===== src/rtl/pwm_frec_div_n.sv =====
// Multi-channel PWM generator driven by one shared period counter.
// New period/duty settings are staged and only take effect at a period boundary or while disabled.
module pwm_frec_div_n #(
    parameter int WIDTH       = 16,
    parameter int CHANNELS    = 4,
    parameter int DEFAULT_DIV = 3
) (
    input  logic                      cLocK,
    input  logic                      rst_n,
    input  logic                      en,
    input  logic                      load,
    input  logic [WIDTH-1:0]          period,
    input  logic [CHANNELS*WIDTH-1:0] duty,
    output logic [CHANNELS-1:0]       NFrec,
    output logic                      tick,
    output logic                      load_ack,
    output logic                      pending,
    output logic [WIDTH-1:0]          cnt
);

    logic [WIDTH-1:0]          r_cnt;
    logic [WIDTH-1:0]          r_pActive;
    logic [CHANNELS*WIDTH-1:0] r_dutyActive;
    logic [WIDTH-1:0]          r_pPend;
    logic [CHANNELS*WIDTH-1:0] r_dutyPend;
    logic                      r_pending;
    logic [CHANNELS-1:0]       r_nfrec;
    logic                      r_tick;
    logic                      r_loadAck;

    logic [WIDTH-1:0]          w_pEff;
    logic [WIDTH-1:0]          w_last;
    logic                      w_wrap;
    logic                      w_apply;
    logic [WIDTH-1:0]          w_srcPer;
    logic [CHANNELS*WIDTH-1:0] w_srcDuty;
    logic [CHANNELS-1:0]       w_nfNext;

    // Periods of 0 or 1 are clamped to 2; >= keeps the wrap safe even if cnt were ever past the end.
    assign w_pEff    = (r_pActive < WIDTH'(2)) ? WIDTH'(2) : r_pActive;
    assign w_last    = w_pEff - WIDTH'(1);
    assign w_wrap    = en && (r_cnt >= w_last);
    assign w_apply   = (w_wrap || !en) && (load || r_pending);
    assign w_srcPer  = load ? period : r_pPend;
    assign w_srcDuty = load ? duty : r_dutyPend;

    always_comb begin
        w_nfNext = '0;
        for (int i = 0; i < CHANNELS; i++) begin
            w_nfNext[i] = en && (r_cnt < r_dutyActive[i*WIDTH +: WIDTH]);
        end
    end

    always_ff @(posedge cLocK or negedge rst_n) begin
        if (!rst_n) begin
            r_cnt        <= '0;
            r_pActive    <= WIDTH'(2 * DEFAULT_DIV);
            r_dutyActive <= {CHANNELS{WIDTH'(DEFAULT_DIV)}};
            r_pPend      <= '0;
            r_dutyPend   <= '0;
            r_pending    <= 1'b0;
            r_nfrec      <= '0;
            r_tick       <= 1'b0;
            r_loadAck    <= 1'b0;
        end else begin
            r_cnt     <= (!en || w_wrap) ? '0 : r_cnt + WIDTH'(1);
            r_nfrec   <= w_nfNext;
            r_tick    <= w_wrap;
            r_loadAck <= w_apply;
            // A load landing on an apply point bypasses the pending stage entirely.
            if (w_apply) begin
                r_pActive    <= w_srcPer;
                r_dutyActive <= w_srcDuty;
                r_pending    <= 1'b0;
            end else if (load) begin
                r_pPend    <= period;
                r_dutyPend <= duty;
                r_pending  <= 1'b1;
            end
        end
    end

    assign cnt      = r_cnt;
    assign NFrec    = r_nfrec;
    assign tick     = r_tick;
    assign load_ack = r_loadAck;
    assign pending  = r_pending;

endmodule


===== config.mk =====
export PLATFORM = sky130hd
export DESIGN_NAME = pwm_frec_div_n
export DESIGN_NICKNAME = d
export VERILOG_FILES = /design/src/rtl/pwm_frec_div_n.sv
export SDC_FILE = /design/constraint.sdc
export NUM_CORES = 1
export LEC_CHECK = 0
export BUFFER_PORTS_ARGS = -buffer_cell sky130_fd_sc_hd__buf_2
export CAP_MARGIN = 25
export CORE_ASPECT_RATIO = 1.1
export CORE_MARGIN = 3
export CORE_UTILIZATION = 51
export DETAILED_ROUTE_END_ITERATION = 7
export PLACE_DENSITY = 0.74
export SLEW_MARGIN = 20
export SYNTH_ARGS = -nofsm -noshare
export SYNTH_HDL_FRONTEND = slang
export SYNTH_SLANG_ARGS = --single-unit

===== constraint.sdc =====
create_clock -name cLocK -period 4.1 [get_ports cLocK]
set_input_delay 0.82 -clock cLocK [delete_from_list [all_inputs] [get_ports cLocK]]
set_output_delay 0.82 -clock cLocK [all_outputs]
set_load 0.1 [all_outputs]

# Yosys cells after proc, flatten, opt, wreduce, memory -nomap -nowiden
# Index checks and enable logic that the tools add are counted.
[word_totals]
reg_bits = 183
inputBits = 84
out_inout_bits = 23
wordCells = 33
[op_classes]
addsub = 2
order_cmp = 6
n_mux = 6
reduce_logical = 10
[ops]
columns = ["cell", "n"]
rows = [
  ["< comparator 16 bit", 4],
  ["two-way mux 64 bit", 1],
  ["two-way mux 16 bit", 3],
  ["adder 16 x 1 -> 16 bit, second input constant", 1],
  [">= comparator 16 bit", 1],
  ["< comparator 16 x 2 -> 1 bit, second input constant", 1],
  ["subtractor 16 x 1 -> 16 bit, second input constant", 1],
  ["logical AND 1 bit", 6],
  ["logical OR 1 bit", 2],
  ["two-way mux 1 bit", 2],
  ["nonzero test 2 bit", 1],
  ["zero test 1 bit", 1],
]

# Depth between registers and ports, before layout
[depth]
depth_word = 8
mapped_depth = 20
ltp_nobuf = 17

# Worst setup path after synthesis
# OpenSTA, ideal clock, no wires.
[synth_timing]
kind = "register to register"
start = "register r_pActive[12]"
end = "register r_dutyPend[0]"
setup_time_ps = 125
arrival_time_ps = 4144
t_required_ps = 3975
slack_ps = -169
path_stages_with_launch = 20
n_path_buf = 2
synth_period_minus_slack_ps = 4269
path_cell_list = "dfrtp_1 > or4_1 > or2_4 > nor3_1 > and3b_1 > nand2b_1 > ha_1 > nand2_1 > or2_2 > nor3_1 > xnor2_1 > ha_1 > nand2_1 > nor4_1 > inv_1 > o21a_2 > buf_6 > nand2_4 > buf_6 > mux2_4"
[synth_via]
elab_chain_cells = 7
[synth_lines]
columns = ["item", "line", "text"]
rows = [
  ["from (decl)", "22", "logic [WIDTH-1:0] r_pActive;"],
  ["from (signal assigned)", "57", "r_pActive <= WIDTH'(2 * DEFAULT_DIV);"],
  ["from (signal assigned)", "72", "r_pActive <= w_srcPer;"],
  ["< comparator 16 x 2 -> 1 bit", "40", "assign w_pEff = (r_pActive < WIDTH'(2)) ? WIDTH'(2) : r_pActive;"],
  ["two-way mux 16 bit (*)", "40", ""],
  ["subtractor 16 x 1 -> 16 bit (*)", "41", "assign w_last = w_pEff - WIDTH'(1);"],
  [">= comparator 16 bit (*)", "42", "assign w_wrap = en && (r_cnt >= w_last);"],
  ["logical AND 1 bit (*)", "42", ""],
  ["logical OR 1 bit (*)", "43", "assign w_apply = (w_wrap || !en) && (load || r_pending);"],
  ["logical AND 1 bit (*)", "43", ""],
  ["to (signal assigned)", "77", "r_dutyPend <= duty;"],
  ["to (decl)", "25", "logic [CHANNELS*WIDTH-1:0] r_dutyPend;"],
]
# Every way passes the cells marked *; elsewhere a longest branch is shown, timed or not.
# A chain may end at the register's enable or synchronous reset.

# Final worst setup path
[layout_timing]
start = "register r_pActive[11]"
end = "register r_dutyPend[41]"
# The elaborated chain is that of the path after synthesis.

==> results.txt <==
Status: finished, violations left
Failing checks: setup timing
Yosys reg bits: 183
Worst setup SP type: flop
Switching power: 0.00148 W
Placement row count: 54
1st-iter DRT viols: 422
IO Pins: 107
GR Overflow Total: 0
Ys async rst share: 1.00
Fin crit share: 1.06
Internal: 0.00345 W
Share of cells above drive strength 1: 0.264
Post-route ant nets: 0
Critical path capture point type: flop
Crit path launch: r_pActive[11]
Largest net degree at the start of global routing: 96
First-pass GRT wire length: 39700 um
Clock share of power: 0.340
Clock skew: 0.0125 ns
Longest Clk Path Bufs: 2
Synthesis Warnings: 0
Final setup TNS: -25.29 ns
Number of global-route vias before repair: 7636
PD cells: 397 nW/um^2
Clock tree root buffer cell: clkbuf_16
Worst slew pin tran: 1.06 ns
Setup WS pre-CTS: -0.0520 ns
Placed cell area: 11300 sq um
Sw Share: 0.299
Design Area, Final: 12400 sq um
Worst EP arrival: 4.67 ns
Worst min path class: primary input to async pin
Sequential fraction of the synthesis area: 0.442
Max cap viols: 0
Final WL: 26600 um
First-pass detailed-route iteration total: 5
Die span in x: 142 um
Static leakage: 6.15 nW
Period minus WS final: 4.34 ns
Final setup vio count: 161
Worst-path clk slew: 0.07 ns
Overall power: 0.00493 W
Via density: 5.58
Final hold vios: 0
Final net count: 1319
Synth Flop Type: dfrtp_1
Clock sink count: 183
Max IR drop VDD: 0.000310 V
Met1 Use GR: 0.313
WP data required: 4.43 ns
Critical Path Fanout Max: 8
CTS buffer count: 17
Initial antenna violation count: 0
CTS tree: done
Initial Utilization: 0.521
Ant. Diodes: 0
Leading cell type in the layout, fill and taps excluded: dfrtp_1
Highest clock rate: 0.230 GHz
Cells after Synth: 1032
Residual DRC: 0
Slew HR: 0.292
Die ar.: 22100 sq um
Met3 Track Usage GR: 0.0399
Combinational power share: 0.212
Post-Syn Nets: 1194
Vias: 7938
CTS Hold Bufs: 0
H-tree levels: 4
Mapped Avg Cell Area: 10.1 sq um
Routed len/inst: 18.7 um
Post-synthesis cell type count: 46
Met2 usage: 0.362
Die Y: 156 um
HPWL after DPL: 16100 um
Worst hold slack: 0.485 ns
Post-synth EDFFs: 0
# port buffers: 106
Top Usage Layer GRT: met2
Core ar.: 19900 sq um
Seq pwr share: 0.447
Worst skew pair latency: 0.45 ns
GP Congestion: 0.879
RSZ-0062 raised after global routing: yes
Fin. max-slew vios: 0
Total track usage: 0.225
Area Growth Syn to Fin: 19.4%
R2R Path Start: r_pActive[11]
Most frequent cells in the layout: dfrtp_1 (173), nand2_1 (140), buf_2 (104)
Setup CP Type: flop to flop
Min setup slack post-route: -0.239 ns
Synth Cell Area: 10400 sq um
==> Yosys cell counts, types with 8 or more instances <==
| cell | instances | area [sq um] |
|---|---|---|
| nand3_1 | 12 | 60.1 |
| nor2_1 | 35 | 131 |
| clkbuf_1 | 34 | 128 |
| nand2_1 | 143 | 537 |
| dfstp_2 | 10 | 263 |
| xnor2_1 | 14 | 123 |
| buf_6 | 9 | 101 |
| buf_2 | 9 | 45.0 |
| mux2_4 | 80 | 1200 |
| ha_1 | 78 | 976 |
| nand2b_1 | 74 | 463 |
| a21oi_1 | 100 | 500 |
| o21ai_0 | 80 | 400 |
| dfrtp_1 | 173 | 4330 |
| o22ai_1 | 15 | 93.8 |
| nor3_1 | 8 | 40.0 |
| xor2_1 | 13 | 114 |
| and3b_1 | 15 | 131 |
| inv_1 | 66 | 248 |
==> sequential cells by signal (all words and copies together) (netlist names) <==
register,count
r_pPend,16
tick,1
cnt,16
pending,1
NFrec,4
r_pActive,16
r_dutyActive,64
r_dutyPend,64
load_ack,1
==> cell type report <==
class / count / area (sq um)
Inverter: 66 / 248
Tap cell: 252 / 315
Multi-Input combinational cell: 731 / 5430
Clock buffer: 18 / 439
Sequential cell: 183 / 4590
Clock inverter: 14 / 155
Fill cell: 1581 / 7530
Timing Repair Buffer: 158 / 1220
==> layer usage <==
| layer | share of wire | vias to the layer above |
|---|---|---|
| li1 | - | 3773 |
| met1 | 0.44 | 3905 |
| met2 | 0.49 | 205 |
| met3 | 0.049 | 55 |
| met4 | 0.028 | 0 |
| met5 | 0 | - |
==> cells by family (layout without fill, tap and decap cells) <==
logic type               Yosys count  after routing  synth area share
buffers and inverters            119            256            0.0510
XOR/XNOR                          27             27            0.0228
flip-flops                       183            183             0.442
adder cells (fa/ha/maj)           78             78            0.0940
AND/OR/NAND/NOR                  319            320             0.153
AO/OA/AOI/OAI                    226            226             0.121
multiplexers                      80             80             0.116
==> worst max-delay path: stages (launching register included) <==
cell and delay, ns:
dfrtp_1 0.38, or4_4 0.54, or2_4 0.29, nor3_2 0.14, and3b_1 0.22, nand2b_4 0.16
ha_4 0.14, nand2_2 0.06, or2_4 0.29, nor3_4 0.17, xnor2_1 0.09, ha_1 0.32
nand2_2 0.12, nor2_4 0.05, a211oi_4 0.23, o21a_4 0.29, nand2_8 0.17, clkbuf_16 0.25
mux2_4 0.29
==> worst paths after layout <==
check                      slack [ns]                to  depth (start not counted)
min reg2reg                      0.49  r_dutyActive[16]                          2
max in group asynchronous        2.74      r_pActive[2]                          2
min                              0.49    r_dutyPend[17]                          1
max reg2reg                     -0.24    r_dutyPend[41]                         18
max                             -0.24    r_dutyPend[41]                         18
min in group cLocK               0.49  r_dutyActive[16]                          2
==> metrics by stage <==
step	util	instances
finish	0.622	1422
global route	0.622	1422
CTS	0.599	1403
detailed placement	0.569	1371
global placement	0.569	1371
floorplan	-	1032
==> what timing repair did <==
action                     in CTS  in global routing
resized for setup               2                 54
cloned                          0                 12
pin swaps                       0                 13
setup endpoints to repair     137                162
setup buffers                   0                  7
==> power by group through the flow <==
stage | clock [W] | sequential (W) | combinational, W
finish | 0.00168 | 0.00220 | 0.00105
global route | 0.00177 | 0.00223 | 0.00116
CTS | 0.00169 | 0.00219 | 0.000962
detailed placement | 0 | 0.00222 | 0.000955
global placement | 0 | 0.00222 | 0.000918
floorplan | 0 | 0.00223 | 0.000647
No activity file was read; power rests on OpenSTA's default activity.
